File: src/rtl/coeff_loader_if.sv
// Byte stream + coefficient memory port bundle for coeff_loader.
// master = the loader side; slave = host stream source and memory.
interface coeff_loader_if #(
  parameter int DEPTH = 24,
  parameter int WORDS = 8
);
  localparam int AW = (WORDS > 1) ? $clog2(WORDS) : 1;

  logic [7:0]       in_data;
  logic             in_valid;
  logic             in_ready;
  logic             mem_ce;
  logic             mem_we;
  logic [AW-1:0]    mem_a;
  logic [DEPTH-1:0] mem_d;
  logic [DEPTH-1:0] mem_q;

  modport master (
    input  in_data, in_valid, mem_q,
    output in_ready, mem_ce, mem_we, mem_a, mem_d
  );

  modport slave (
    output in_data, in_valid, mem_q,
    input  in_ready, mem_ce, mem_we, mem_a, mem_d
  );
endinterface

File: src/rtl/coeff_loader.sv
// Coefficient memory programmer: assembles a byte stream into DEPTH-bit words,
// writes them to addresses 0..WORDS-1, then reads back and compares XOR checksums.
module coeff_loader #(
  parameter int DEPTH = 24,
  parameter int WORDS = 8
) (
  input  logic           clk,
  input  logic           reset,
  input  logic           start,
  coeff_loader_if.master bus,
  output logic           busy,
  output logic           done,
  output logic           err
);
  localparam int BYTES = (DEPTH + 7) / 8;
  localparam int AW    = (WORDS > 1) ? $clog2(WORDS) : 1;
  localparam int BW    = $clog2(BYTES + 1);

  typedef enum logic [2:0] {IDLE, RECV, WRITE, VREAD, VWAIT, DONE} state_t;

  state_t           state;
  logic [AW-1:0]    addr;
  logic [BW-1:0]    byte_cnt;
  logic [DEPTH-1:0] word, wr_xor, rd_xor;
  logic             rd_vld;
  logic             in_ready, mem_ce, mem_we;
  logic [AW-1:0]    mem_a;
  logic [DEPTH-1:0] mem_d;
  logic [DEPTH+7:0] shifted;

  // New byte enters at the bottom so the first byte ends up most significant.
  assign shifted      = {word, bus.in_data};
  assign bus.in_ready = in_ready;
  assign bus.mem_ce   = mem_ce;
  assign bus.mem_we   = mem_we;
  assign bus.mem_a    = mem_a;
  assign bus.mem_d    = mem_d;

  always_ff @(posedge clk) begin
    if (reset) begin
      state    <= IDLE;
      addr     <= '0;
      byte_cnt <= '0;
      word     <= '0;
      wr_xor   <= '0;
      rd_xor   <= '0;
      rd_vld   <= 1'b0;
      in_ready <= 1'b0;
      mem_ce   <= 1'b0;
      mem_we   <= 1'b0;
      mem_a    <= '0;
      mem_d    <= '0;
      busy     <= 1'b0;
      done     <= 1'b0;
      err      <= 1'b0;
    end else begin
      case (state)
        IDLE, DONE: begin
          if (start) begin
            state    <= RECV;
            addr     <= '0;
            byte_cnt <= '0;
            word     <= '0;
            wr_xor   <= '0;
            rd_xor   <= '0;
            rd_vld   <= 1'b0;
            in_ready <= 1'b1;
            busy     <= 1'b1;
            done     <= 1'b0;
            err      <= 1'b0;
          end
        end
        RECV: begin
          if (bus.in_valid && in_ready) begin
            word <= shifted[DEPTH-1:0];
            if (byte_cnt == BW'(BYTES - 1)) begin
              // Strobe outputs are registered, so set them up on the way into WRITE.
              byte_cnt <= '0;
              in_ready <= 1'b0;
              mem_ce   <= 1'b1;
              mem_we   <= 1'b1;
              mem_a    <= addr;
              mem_d    <= shifted[DEPTH-1:0];
              state    <= WRITE;
            end else begin
              byte_cnt <= byte_cnt + 1'b1;
            end
          end
        end
        WRITE: begin
          wr_xor <= wr_xor ^ mem_d;
          mem_we <= 1'b0;
          mem_d  <= '0;
          mem_a  <= '0;
          if (addr == AW'(WORDS - 1)) begin
            // mem_ce stays up: the first readback of address 0 follows directly.
            addr  <= '0;
            state <= VREAD;
          end else begin
            addr     <= addr + 1'b1;
            mem_ce   <= 1'b0;
            in_ready <= 1'b1;
            state    <= RECV;
          end
        end
        VREAD: begin
          if (rd_vld) rd_xor <= rd_xor ^ bus.mem_q;
          rd_vld <= 1'b1;
          if (addr == AW'(WORDS - 1)) begin
            mem_ce <= 1'b0;
            mem_a  <= '0;
            state  <= VWAIT;
          end else begin
            addr  <= addr + 1'b1;
            mem_a <= addr + 1'b1;
          end
        end
        VWAIT: begin
          rd_xor <= rd_xor ^ bus.mem_q;
          rd_vld <= 1'b0;
          busy   <= 1'b0;
          done   <= 1'b1;
          err    <= ((rd_xor ^ bus.mem_q) != wr_xor);
          state  <= DONE;
        end
        default: state <= IDLE;
      endcase
    end
  end
endmodule

File: src/flat_wrapper.sv
// flat-port wrapper written by rule: the top's interface ports become plain ports
module coeff_loader_flat 
#(
  parameter int DEPTH = 24,
  parameter int WORDS = 8
)
  (clk, reset, start, busy, done, err, bus_in_data, bus_in_valid, bus_mem_q, bus_in_ready, bus_mem_ce, bus_mem_we, bus_mem_a, bus_mem_d);
  coeff_loader_if #(.DEPTH(DEPTH), .WORDS(WORDS)) bus_i ();
  input  logic clk;
  input  logic reset;
  input  logic start;
  output logic busy;
  output logic done;
  output logic err;
  input wire logic [$bits(bus_i.in_data)-1:0] bus_in_data;
  input wire logic [$bits(bus_i.in_valid)-1:0] bus_in_valid;
  input wire logic [$bits(bus_i.mem_q)-1:0] bus_mem_q;
  output wire logic [$bits(bus_i.in_ready)-1:0] bus_in_ready;
  output wire logic [$bits(bus_i.mem_ce)-1:0] bus_mem_ce;
  output wire logic [$bits(bus_i.mem_we)-1:0] bus_mem_we;
  output wire logic [$bits(bus_i.mem_a)-1:0] bus_mem_a;
  output wire logic [$bits(bus_i.mem_d)-1:0] bus_mem_d;
  assign bus_i.in_data = bus_in_data;
  assign bus_i.in_valid = bus_in_valid;
  assign bus_i.mem_q = bus_mem_q;
  assign bus_in_ready = bus_i.in_ready;
  assign bus_mem_ce = bus_i.mem_ce;
  assign bus_mem_we = bus_i.mem_we;
  assign bus_mem_a = bus_i.mem_a;
  assign bus_mem_d = bus_i.mem_d;
  coeff_loader #(.DEPTH(DEPTH), .WORDS(WORDS)) u_core (.clk(clk), .reset(reset), .start(start), .bus(bus_i), .busy(busy), .done(done), .err(err));
endmodule
File: config.mk
export PLATFORM = sky130hd
export DESIGN_NAME = coeff_loader_flat
export DESIGN_NICKNAME = d
export VERILOG_FILES = /design/src/rtl/coeff_loader_if.sv /design/src/rtl/coeff_loader.sv /design/src/flat_wrapper.sv
export SDC_FILE = /design/constraint.sdc
export NUM_CORES = 1
export LEC_CHECK = 0
export CORE_MARGIN = 2
export CORE_UTILIZATION = 53
export DETAILED_ROUTE_END_ITERATION = 10
export DONT_BUFFER_PORTS = 1
export GPL_ROUTABILITY_DRIVEN = 0
export PLACE_DENSITY = 0.74
export SLEW_MARGIN = 30
export SYNTH_ARGS = -nofsm -noshare
export SYNTH_HDL_FRONTEND = slang
export SYNTH_SLANG_ARGS = --single-unit
File: constraint.sdc
create_clock -name clk -period 1.6 [get_ports clk]
set_input_delay 0.16 -clock clk [delete_from_list [all_inputs] [get_ports clk]]
set_output_delay 0.16 -clock clk [all_outputs]
set_load 0.03 [all_outputs]
# [Yosys cells after proc, flatten, opt, wreduce, memory -nomap -nowiden]
# Cells that the tools add are included.
[op_classes] bitwise=2 reduce_logical=22 addsub=2 n_mux=42 n_eq_ne=15
[ops] cell="$mux W24" n=4
[ops] cell="$pmux W24 S2" n=2
[ops] cell="$pmux W24 S3" n=1
[ops] cell="$xor A24 B24 Y24" n=2
[ops] cell="$pmux W16 S2" n=1
[ops] cell="$mux W3" n=9
[ops] cell="$ne A24 B24 Y1" n=1
[ops] cell="$pmux W3 S3" n=2
[ops] cell="$mux W16" n=1
[ops] cell="$pmux W3 S5" n=1
[ops] cell="$reduce_and A3 Y1" n=5
[ops] cell="$reduce_bool A3 Y1" n=4
[ops] cell="$reduce_and A5 Y1" n=2
[ops] cell="$eq A3 B3 Y1 const B" n=3
[ops] cell="$mux W1" n=9
[ops] cell="$pmux W1 S3" n=3
[ops] cell="$mux W2" n=4
[ops] cell="$ne A2 B1 Y1 const B" n=4
[ops] cell="$pmux W1 S2" n=4
[ops] cell="$reduce_bool A2 Y1" n=4
[ops] cell="$eq A3 B2 Y1 const B" n=2
[ops] cell="$ne A2 B2 Y1 const B" n=3
[ops] cell="$reduce_and A2 Y1" n=3
[ops] cell="$pmux W2 S2" n=1
[ops] cell="other kinds (8)" n=8
[totals] regBits=106 elab_cells=98 output_inout_bits=33

# [Depth between registers and ports, before layout]
# Gate-level depths: netlist (run 1).
[logic_depth] depth_word=4 depth_mapped=8 mapped_depth_nobuf=7

# [Worst setup path before layout (run 1)]
# OpenSTA, ideal clock, no wires.
[synth_path] path_type="flip-flop to flip-flop" from="register u_core.in_ready, in the netlist u_core.bus.in_ready" to="register u_core.mem_d[13], in the netlist u_core.bus.mem_d[13]" path_buffers=1 t_required_ps=1472 stages_incl_launch_ff=7 path_slack_ps=-286 setup_time_ps=128 t_arrival_ps=1759 synth_period_minus_slack_ps=1886 path_cell_list="dfxtp_1 > nand2_1 > or4b_1 > a21o_1 > buf_6 > a22oi_2 > nor2_1"
[synth_between] elab_chain_cells=3
[synth_rtl] element="start: declaration" line_no="coeff_loader.sv:26" text="logic in_ready, mem_ce, mem_we;"
[synth_rtl] element="start signal: assignment" line_no="coeff_loader.sv:48" text="in_ready <= 1'b0;"
[synth_rtl] element="start signal: assignment" line_no="coeff_loader.sv:67" text="in_ready <= 1'b1;"
[synth_rtl] element="start signal: assignment" line_no="coeff_loader.sv:79" text="in_ready <= 1'b0;"
[synth_rtl] element="$logic_and A1 B1 Y1" line_no="coeff_loader.sv:74" text="if (bus.in_valid && in_ready) begin"
[synth_rtl] element="$ne A2 B1 Y1 (no line)"
[synth_rtl] element="$reduce_and A3 Y1 (no line)"
[synth_rtl] element="end signal: assignment" line_no="coeff_loader.sv:83" text="mem_d <= shifted[DEPTH-1:0];"
[synth_rtl] element="end: declaration" line_no="coeff_loader.sv:28" text="logic [DEPTH-1:0] mem_d;"
# No other way between the ends.
# A chain may end at the register's enable or synchronous reset.

# [Final worst setup path (run 1)]
[layout_path] from="register u_core.byte_cnt[1]" to="register u_core.mem_d[5], in the netlist u_core.bus.mem_d[5]"
[layout_between] elab_chain_cells=3
[layout_rtl] element="start: declaration" line_no="coeff_loader.sv:23" text="logic [BW-1:0] byte_cnt;"
[layout_rtl] element="start signal: assignment" line_no="coeff_loader.sv:86" text="byte_cnt <= byte_cnt + 1'b1;"
[layout_rtl] element="$eq A2 B2 Y1" line_no="coeff_loader.sv:76" text="if (byte_cnt == BW'(BYTES - 1)) begin"
[layout_rtl] element="$ne A2 B1 Y1 (no line)"
[layout_rtl] element="$reduce_and A3 Y1 (no line)"
# No other way between the ends.

==> flow_results.org, run 1 <==
** Timing
- Part of the cycle the worst path needs :: 1.04
- Time the worst path needs with I/O delays and setup :: 1670 ps
- Across all setup checks in the final design, the least slack found is -68.3 ps.
- Worst Hold Slack :: -168 ps
- Setup repair after global routing could not meet its margin everywhere.
- In the final timing run, aggregate negative setup slack is -625 ps.
- The final count of pins violating max slew is 0.
- Setup violations remaining at the end of the flow were counted as 21.
- Actual slew at the worst max-slew pin :: 431 ps
- Worst slew margin :: 0.713
- Achievable frequency :: 0.599 GHz
- Clock skew on the completed layout was measured at 9.40 ps.
- Final hold violation count :: 82

** Placed design
- At the placement stage, the worst setup path has a slack of -127 ps.
- Detailed placement finished with a half-perimeter wire length of 8.25 mm.
- Port Buffers :: 0

** Detailed routing
- In this run the remaining antenna-violating nets after routing total 0.
- Before antenna repair, the detailed router went through 5 iterations.
- Overall via count from detail_route :: 4003
- DRC :: 0
- WL final :: 11.6 mm
- After detailed routing, the number of vias per cell comes to 5.82.
- After detailed routing, the average wire length per cell comes to 16.8 µm.
- 1st-iter DRT viols :: 228

** Logic synthesis
- Count of flip-flops with a built-in enable after synthesis :: 0
- During synthesis, Yosys emitted a total of 0 warnings.
- Dividing the synthesized area by the synthesized cell count gives 8.65 µm².
- Post-synthesis register bit count :: 106
- Cell taking the most area after synthesis :: dfxtp_1
- Synthesis handed over a netlist of 548 instances.
- Top_reg_cell synth :: dfxtp_1
- By count the netlist is led by 106 x dfxtp_1, 105 x nor2_1, 50 x xor2_1, 40 x a21oi_1, 36 x nand2_1.
- Among all cell types in the netlist, the one instantiated most often is dfxtp_1.
- The number of nets handed over by synthesis was 586.
- For this run, asynchronously set or reset flops after synthesis account for 0.
- Largest cells by area after synthesis :: dfxtp_1 45%, xor2_1 9.2%, nor2_1 8.3%
- Yosys cell types :: 40
- The share of synthesized area in the top cell type comes to 0.448.
- Of the synthesized area, sequential elements account for 0.448.
- After synthesis the cells add up to 4740 µm².

** Finish
- Layout cells sized above 1 :: 0.190
- The number of antenna diodes in the final layout is 0.
- Area Growth Syn to Fin :: 16.5%
- Post-layout nets :: 613

** Clocking
- Buffers inserted during clock tree synthesis total 9.
- Maximum clock path buffer count :: 2
- Num Clock Sinks :: 106
- CTS built an H-tree with a depth of 3.
- Clock tree synthesis selected as its root buffer the cell clkbuf_8.
- After clock tree synthesis, the clock-pin slew on the worst setup and hold paths is 100 ps.
- TritonCTS built the clock tree.
- For the worst-skew pair, the clock arrives at the later sink with an insertion delay of 380 ps.

** Status
- The final reports fail on negative hold slack, negative setup slack.
- Result of the run :: complete, but fails checks

** Floorplanning
- After floorplanning, the core was divided into 34 placement rows.
- Horizontal extent of the die :: 98.6 µm
- Die ar. :: 9720 µm²
- Effective utilization at floorplan :: 0.546
- Number of placed I/O pins :: 69
- The region available for standard cell placement spans 8680 µm².
- The die is 98.6 µm tall.

** Global routing
- Pin count of the biggest net entering global routing :: 84
- Total grt overflow :: 0
- Initial antenna violation count :: 0
- The via count of the first global-routing pass came to 3791.
- Met1 demand-to-capacity share in global routing :: 0.317
- Wire length of the first global-routing pass :: 18.9 mm
- For met3 alone, demand over resource in global routing was 0.0794.
- GRT busiest layer :: met2
- GRT Overall Usage :: 0.242
- Routing usage on met2 :: 0.391

** Setup path
- Crit Path Class :: register to register
- Worst reg-to-reg path cell count :: 6
- The critical path ends at u_core.bus.mem_d[5].
- Source of the critical timing path :: u_core.byte_cnt[1]
- CP required :: 1880 ps
- R2R Path Start :: u_core.byte_cnt[1]
- In this run the worst path has a maximum fanout of 24.
- Arrival time at the worst endpoint :: 1950 ps
- The worst setup path is launched from a register.
- The endpoint identified for the worst register-to-register timing path is u_core.bus.mem_d[5].
- FF-to-FF setup slack :: -70 ps
- STA classifies the critical path endpoint as a register.

** Pwr
- Max VDD drop :: 0.527 mV
- Total power draw :: 4.76 mW
- For this design the ratio of total power to cell area is 862 nW/µm².
- Static leakage :: 1.99 nW

** Run
- Count of max-cap constraint violations :: 0

** Worst hold path
- The tightest min-delay check is of the input pin to register type.
- Along the worst hold path, the cell count comes to 1.
## logic make-up (layout without fill, tap and decap cells)
group	after synthesis	count (layout)	synth area share
compound gates	126	126	0.174
xor+xnor	74	74	0.137
fa+ha+maj	2	2	0.00528
buf+inv	36	68	0.0354
flops	106	106	0.448
simple gates	204	204	0.201
## per-stage QoR
step                      utilization  std cells  cell area (µm²)
after detailed placement        0.597        671             5180
after floorplan                     -        548             4750
after global routing            0.637        688             5530
final                           0.637        688             5530
after CTS                       0.623        687             5410
after global placement          0.597        671             5180
## cell type report
class                      instances  area (µm²)
fill                             740        3150
multi-input combinational        406        2580
sequential                       106        2130
timing repair buffer              49         467
tap                              108         135
clock buffer                       9         124
clock inverter                     7        76.3
inverter                           3        13.8
## what timing repair did
item,in CTS,in global routing
endpoints found under the hold margin,82,82
pin swaps,1,7
gates cloned,0,0
setup buffers,0,1
gates resized for setup,9,30
setup endpoints to repair,31,66
## critical path, cell delays in order (launching register included)
cell and delay, ps:
dfxtp_2 350, nor2b_4 140, or4b_1 450, a21o_1 200, buf_12 170, a22oi_1 200, nor2_1 60
## metal layers
layer / up-vias / share of wire
met5: - / 0
met4: 0 / 0.011
met3: 10 / 0.084
met2: 139 / 0.47
met1: 1906 / 0.43
li1: 1948 / -
## cell usage in the layout (no fill, tap or decap), types with 2 or more instances in the layout
master    instances
nor2_1          103
dfxtp_1         101
xor2_1           49
buf_4            39
nand2_1          36
a21oi_1          36
a22oi_1          27
nand3b_1         25
xnor2_1          24
o21ai_0          23
a22oi_2          16
clkbuf_8          9
nor3_1            8
nand4_1           7
o21ai_1           7
buf_12            7
nand3_1           5
a21oi_2           4
nor2_2            3
nor4_1            3
a211oi_2          3
buf_6             3
dfxtp_2           3
nor2b_1           2
nor2b_2           2
inv_1             2
clkinv_2          2
inv_6             2
dfxtp_4           2
## registers in the layout, indices dropped and copies added (netlist names)
register and count:
u_core.err 1, u_core.bus.in_ready 1, u_core.bus.mem_ce 1, u_core.state 3
u_core.byte_cnt 2, u_core.addr 3, u_core.bus.mem_d 24, u_core.rd_xor 24
u_core.bus.mem_a 3, u_core.wr_xor 24, u_core.done 1, u_core.busy 1
u_core.rd_vld 1, u_core.word 16, u_core.bus.mem_we 1
## where the power goes
| part | switching, mW | leakage (nW) | internal (mW) |
|---|---|---|---|
| combinational | 0.218 | 1.03 | 0.161 |
| clock | 0.957 | 0.102 | 0.740 |
| sequential | 0.0306 | 0.858 | 2.66 |
## worst min-delay path by stage
stage / from / endpoint / slack [ps]
2_1_floorplan: bus_in_data[0] / u_core.bus.mem_d[0] / 310
3_3_place_gp: reset / u_core.bus.mem_ce / 230
3_5_place_dp: reset / u_core.state[2] / 240
4_1_cts: reset / u_core.rd_xor[21] / -180
5_1_grt: reset / u_core.state[0] / -180
6_report: reset / u_core.bus.mem_we / -170
Power figures use the tool's default switching activity.
==> run 2, diff against run 1 <==
Settings changed: PLACE_DENSITY 0.74 to 0.67, SLEW_MARGIN 30 to not set.
==> run 2 against run 1 <==
The flow still finishes with violations (negative hold slack, negative setup slack). Critical path type unchanged. Highest routed layer unchanged. Cell area down 1.7%. Clock skew up 0.90 ps. Register-to-register slack about the same. Non-clock buffer count down 6. First-iteration DRC count down 17%.
==> flow_results.org, run 2 (synthesized netlist as in run 1, its figures left out) <==
** Setup path
- The worst register-to-register path ends at u_core.bus.mem_d[1].
- The worst setup path is captured at a register.
- The reg-to-reg setup timing slack came to -80 ps (about the same).
- Maximum net fanout on the critical path :: 24 (unchanged)
- By startpoint and endpoint, the worst setup path is classified as register to register.
- The required time of the critical path is 1880 ps (about the same).
- Type of element launching the critical path :: register
- The startpoint identified for the worst register-to-register timing path is u_core.byte_cnt[1].
- The arrival time reported for the critical path endpoint was 1960 ps (about the same).
- The depth of the most critical reg-to-reg path is 6 (unchanged).

** Worst hold path
- For hold timing, the worst endpoint is u_core.state[2].
- Number of stages on the worst hold path :: 1 (unchanged)
- Critical hold path startpoint :: reset
- Kind of path behind the tightest hold check :: input pin to register

** Timing
- Total negative slack for setup checks :: -1160 ps (-536 ps)
- The final cycle utilization of the critical path is 1.05 (+0.00769).
- The smallest setup slack after layout was -80.6 ps (-12.3 ps).
- Final number of max-transition violations :: 0 (unchanged)
- Clock Skew :: 10.3 ps (+0.903 ps)
- Worst slew margin :: 0.701 (-0.0114)
- Final hold violation count :: 82 (unchanged)
- The transition at the pin with the smallest max-transition slack was 448 ps (+17.0 ps).
- Final setup violation count :: 24 (+14%)
- Unrepaired setup endpoints after global routing :: yes
- The achievable frequency was 0.595 GHz (-0.73%).
- Time the worst path needs with I/O delays and setup :: 1680 ps (+12.3 ps)
- The worst hold margin came to -174 ps (-5.62 ps).

** Finish
- Post-layout instance area :: 5430 µm² (-1.7%)
- The final-stage net count came to 607 (-0.98%).
- The proportion of layout cells with a drive suffix above 1 is 0.169 (-0.0207).
- Commonest cells after routing, fill and taps aside :: 103 x nor2_1, 100 x dfxtp_1, 49 x xor2_1
- Most common cell after layout, fill and taps aside :: nor2_1
- Area Growth Syn to Fin :: 14.5%
- The final cell utilization of the core was 0.626 (-0.0110).
- The antenna diode instance count was 0 (unchanged).
- Registers with the most flip-flops :: u_core.bus.mem_d x24, u_core.rd_xor x24, u_core.wr_xor x24

** Floorplanning
- The horizontal die dimension was 98.6 µm (unchanged).
- The row count was 34 (unchanged).
- Floorplan Core Area :: 8680 µm² (unchanged)
- Number of placed I/O pins :: 69 (unchanged)
- The height of the die was 98.6 µm (unchanged).
- The area of the die came to 9720 µm² (unchanged).
- Effective utilization at floorplan :: 0.546 (unchanged)

** Placed design
- HPWL reported at the end of detailed placement :: 8.00 mm (-3.1%)
- Post-placement cell area :: 5130 µm² (-0.87%)
- Minimum setup slack after placement :: -96.3 ps (+30.7 ps)
- The count of buffers from port buffering is 0 (unchanged).

** Detailed routing
- The via-per-instance ratio is 5.68 (-2.3%).
- The number of DRC markers after the initial detailed-route iteration came to 190 (-17%).
- Post-route antenna net violation count :: 0 (unchanged)
- DRT Pass-1 Iters :: 4 (-1)
- Wire per inst :: 17.0 µm (+1.2%)
- The total via count in the routed design was 3877 (-3.1%).
- WL final :: 11.6 mm (+0.35%)
- The number of design rule violations left after detail routing came to 0 (unchanged).

** Status
- The checks that failed: negative hold slack, negative setup slack.
- The run finished, with violations left.

** Global routing
- The number of antenna violations at the first check in global routing was 0 (unchanged).
- The largest net degree at the start of global routing is 84 (unchanged).
- GRT Overall Usage :: 0.249 (+0.00690)
- Total grt overflow :: 0 (unchanged)
- The wire length of the first global-routing pass came to 19.4 mm (+2.9%).
- The via count of the first global-routing pass was 3897 (+2.8%).

** Clocking
- TritonCTS clock tree :: built
- Maximum clock path buffer count :: 2 (unchanged)
- Worst skew pair latency :: 380 ps (about the same)
- The clock-pin slew on the worst setup and hold paths came to 110 ps (about the same).
- H-tree levels :: 3 (unchanged)
- The total clock sinks is 106 (unchanged).
- Root Buffer Master :: clkbuf_8
- The number of buffers created by CTS is 9 (unchanged).

** Pwr
- The post-layout total power was 4.67 mW (-2.0%).
- The worst vdd rail ir drop was 0.668 mV (+27%).
- The static leakage power is 1.96 nW (-1.5%).
- PD cells :: 860 nW/µm² (-0.31%)

** Run
- Count of max-cap constraint violations :: 0 (unchanged)
==> run 2: changes by cell type in the layout (fill, tap and decap cells not counted), moves of 3 or more <==
cell,delta
o21ai_0,-3
a211oi_1,+3
a22oi_2,-3
inv_6,+3
a22oi_1,+3
o21ai_1,+3
buf_4,-6
==> run 2: critical path: stages, from the launching register on <==
cell     delay (ps)
dfxtp_2         350
nor2b_4         140
or4b_4          460
a21o_1          200
buf_12          170
a22oi_1         200
nor2_1           60
==> run 2: what timing repair did <==
action	4_1_cts	5_1_grt
gates resized for setup	8	27
endpoints found under the hold margin	82	82
setup buffers	0	1
setup endpoints to repair	70	96
pin swaps	2	2
==> run 2: final cells by class <==
| type | instances | area (µm²) |
|---|---|---|
| fillers | 757 | 3250 |
| multi-input cells | 406 | 2540 |
| flip-flops and latches | 106 | 2130 |
| repair buffers | 43 | 422 |
| well taps | 108 | 135 |
| clock buffers | 9 | 124 |
| clock inverters | 7 | 63.8 |
| inverters | 3 | 13.8 |
==> run 2: routing by layer <==
metal | track usage | routed length (µm) | part of all wire
met4 | 0.0569 | 150 | 0.013
met3 | 0.0730 | 754 | 0.065
met5 | 0 | 0 | 0
met1 | 0.329 | 5140 | 0.44
met2 | 0.406 | 5580 | 0.48
==> run 2: worst max path at each step <==
stage	startpoint	end	slack, ps
floorplan	u_core.state[0]	u_core.bus.mem_d[10]	-100
global placement	u_core.byte_cnt[1]	u_core.bus.mem_d[12]	-20
detailed placement	u_core.byte_cnt[1]	u_core.bus.mem_d[7]	-100
CTS	u_core.byte_cnt[1]	u_core.bus.mem_d[1]	-60
global route	u_core.byte_cnt[1]	u_core.bus.mem_d[5]	-130
finish	u_core.byte_cnt[1]	u_core.bus.mem_d[1]	-80
==> run 2: where the power goes <==
| group | total (mW) | switching (mW) | internal, mW |
|---|---|---|---|
| sequential | 2.69 | 0.0312 | 2.66 |
| clock | 1.61 | 1.00 | 0.609 |
| combinational | 0.365 | 0.212 | 0.153 |
| total | 4.67 | 1.25 | 3.42 |
==> run 2: per-stage QoR <==
step / instances / hold slack (ps)
5_1_grt: 682 / -175
2_1_floorplan: 548 / 308
6_report: 682 / -174
4_1_cts: 681 / -180
3_3_place_gp: 665 / 234
3_5_place_dp: 665 / 236
==> run 3, diff against run 2 <==
Settings changed: CTS_CLUSTER_DIAMETER set to 30, PLACE_DENSITY 0.67 to 0.79.
==> run 3 against run 2 <==
The run still ends with negative hold slack, negative setup slack left. Sequential power is essentially flat. Critical endpoint is now u_core.bus.mem_d[12]. Highest routed layer unchanged. Total power down 0.32%. Sequential share of layout area fell by 0.32 points. Clock skew is 7.8 ps higher.
==> flow_results.org, run 3 (synthesized netlist as in run 1, its figures left out) <==
** Global routing
- Wire length of the first global-routing pass :: 19.2 mm (-1.0%)
- Pin count of the biggest net entering global routing :: 84 (unchanged)
- GRT Overall Usage :: 0.245 (-0.00358)
- Number of global-route vias before repair :: 3872 (-0.64%)
- Initial antenna violation count :: 0 (unchanged)
- The total grt overflow came to 0 (unchanged).

** Floorplanning
- Die ar. :: 9720 µm² (unchanged)
- The horizontal die dimension is 98.6 µm (unchanged).
- Number of placed I/O pins :: 69 (unchanged)
- Floorplan Core Area :: 8680 µm² (unchanged)
- The effective utilization at floorplan came to 0.546 (unchanged).
- The height of the die was 98.6 µm (unchanged).
- The row count is 34 (unchanged).

** Timing
- The worst hold margin is -143 ps (+30.9 ps).
- The smallest setup slack after layout was -73.9 ps (+6.72 ps).
- Final setup violation count :: 13 (-46%)
- The shortest period the worst path allows came to 1670 ps (-6.72 ps).
- Achievable frequency :: 0.597 GHz (+0.40%)
- Total negative slack for setup checks :: -389 ps (+773 ps)
- The clock skew was 18.1 ps (+7.84 ps).
- Actual slew at the worst max-slew pin :: 428 ps (-19.5 ps)
- Final number of max-transition violations :: 0 (unchanged)
- The final hold violation count is 82 (unchanged).
- Worst slew margin :: 0.714 (+0.0130)
- Part of the cycle the worst path needs :: 1.05 (-0.00420)
- Unrepaired setup endpoints after global routing :: yes

** Setup path
- Type of element launching the critical path :: register
- The worst register-to-register path ends at u_core.bus.mem_d[12].
- The largest stage delay on the critical path was 430 ps (-30 ps).
- Broken down by cell family, the worst path's largest delay share belongs to simple AND/OR/NAND/NOR gates.
- The count of buffering cells on the critical path with inverters included came to 1 (unchanged).
- FF-to-FF setup slack :: -70 ps (about the same)
- The biggest fanout along the worst timing path was 24 (unchanged).
- The depth of the most critical reg-to-reg path was 6 (unchanged).
- The arrival time reported for the critical path endpoint was 1950 ps (about the same).
- CP required :: 1880 ps (about the same)
- Nature of the critical path endpoint :: register
- The worst setup path is of the register to register kind.
- For this design, the slowest cell found on the critical path is or4b_1.
- In this run the critical register-to-register path is launched from u_core.byte_cnt[1].
- Cells traversed along the worst timing path :: nor2b_4 > or4b_1 > a21o_1 > buf_12 > a22oi_1 > nor2_1

** Clocking
- The number of buffers created by CTS came to 9 (unchanged).
- Num Clock Sinks :: 106 (unchanged)
- TritonCTS clock tree :: built
- The depth of the CTS H-tree came to 3 (unchanged).
- CTS clk-pin slew, worst paths :: 110 ps (about the same)
- Root Buffer Master :: clkbuf_8
- Worst skew pair latency :: 380 ps (about the same)
- The number of buffers on the longest clock path is 2 (unchanged).

** Finish
- Post-layout nets :: 611 (+0.66%)
- The proportion of layout cells with a drive suffix above 1 came to 0.173 (+0.00402).
- Final std cells w/o fill :: 686 (+0.59%)
- The antenna diode instance count came to 0 (unchanged).
- In the final layout, the registers with the most flip-flops are u_core.bus.mem_d x24, u_core.rd_xor x24, u_core.wr_xor x24.
- Area Growth Syn to Fin :: 15.3%
- Most common cell after layout, fill and taps aside :: nor2_1
- Post-layout instance area :: 5470 µm² (+0.69%)
- Commonest cells after routing, fill and taps aside :: 104 x nor2_1, 102 x dfxtp_1, 49 x xor2_1
- Utilization of the core after routing :: 0.630 (+0.00433)

** Detailed routing
- The routed length on met3 was 894 µm (+19%).
- The total wire length came to 11.8 mm (+1.7%).
- Met1 wire length :: 4.77 mm (-7.2%)
- DRT Pass-1 Iters :: 5 (+1)
- The met2 routed wirelength came to 5.81 mm (+4.1%).
- Wire per inst :: 17.2 µm (+1.1%)
- DRC :: 0 (unchanged)
- The remaining antenna violation count after routing came to 0 (unchanged).
- The total via count in the routed design was 4002 (+3.2%).
- Signal routing reaches up to met4.
- 1st-iter DRT viols :: 271 (+43%)
- The via-per-instance ratio is 5.83 (+2.6%).

** Pwr
- The areal power density over the cells is 851 nW/µm² (-1.0%).
- The worst vdd rail ir drop is 0.443 mV (-34%).
- The static leakage power is 1.97 nW (+0.69%).

** Placed design
- The cell area after placement was 5150 µm² (+0.34%).
- The count of buffers from port buffering was 0 (unchanged).
- HPWL reported at the end of detailed placement :: 8.16 mm (+2.0%)
- The placed cell count came to 669 (+0.60%).

** Worst hold path
- Capture endpoint of the worst hold path :: u_core.bus.mem_ce
- The hold-critical path depth is 1 (unchanged).
- The min-delay analysis places its worst path in the category input pin to register.
- The startpoint identified for the worst hold timing path is reset.

** Status
- Failing checks :: negative hold slack, negative setup slack
- Result of the run :: complete, but fails checks

** Run
- Count of max-cap constraint violations :: 0 (unchanged)
[run 3: worst reg2reg max path, cell delays in order, from the launching register on]
cell,delay [ps]
dfxtp_2,340
nor2b_4,140
or4b_1,430
a21o_1,200
buf_12,170
a22oi_1,250
nor2_1,60
[run 3: metrics by stage]
step / power, mW / hold slack [ps] / setup WS [ps]
CTS: 4.64 / -166 / -24.8
global placement: 3.07 / 236 / -18.0
finish: 4.65 / -143 / -73.9
detailed placement: 3.08 / 238 / -55.0
floorplan: 3.00 / 308 / -96.1
global route: 4.78 / -162 / -117
[run 3: worst max path at each step]
stage	start	endpoint	slack [ps]	depth (start not counted)
2_1_floorplan	u_core.state[0]	u_core.bus.mem_d[10]	-100	7
4_1_cts	u_core.state[0]	u_core.bus.mem_d[0]	-20	6
6_report	u_core.byte_cnt[1]	u_core.bus.mem_d[12]	-70	6
3_3_place_gp	u_core.byte_cnt[1]	u_core.bus.mem_d[4]	-20	6
5_1_grt	u_core.byte_cnt[1]	u_core.bus.mem_d[2]	-120	6
3_5_place_dp	u_core.byte_cnt[1]	u_core.bus.mem_d[3]	-60	6
[run 3: layout make-up]
type	instances	area (µm²)
Fill cell	688	3210
Tap cell	108	135
Sequential cell	106	2130
Inverter	3	13.8
Clock inverter	7	67.6
Timing Repair Buffer	47	439
Multi-Input combinational cell	406	2560
Clock buffer	9	124
[run 3: report_power, final]
part	leakage (nW)	switching [mW]	total [mW]	internal (mW)
logic	1.02	0.216	0.368	0.152
registers	0.857	0.0305	2.69	2.66
clock network	0.0993	0.988	1.60	0.607
total	1.97	1.23	4.65	3.42
[run 3: timing repair]
item | 4_1_cts | 5_1_grt
pin swaps | 1 | 5
gates resized for setup | 10 | 26
hold endpoints to repair | 82 | 82
endpoints found under the setup margin | 54 | 56
buffers inserted | 0 | 1
[run 3: per-layer routing]
layer | up-vias | GRT usage
met5 | - | 0
met4 | 0 | 0.100
met3 | 35 | 0.0582
met2 | 149 | 0.414
met1 | 1884 | 0.302
li1 | 1934 | -
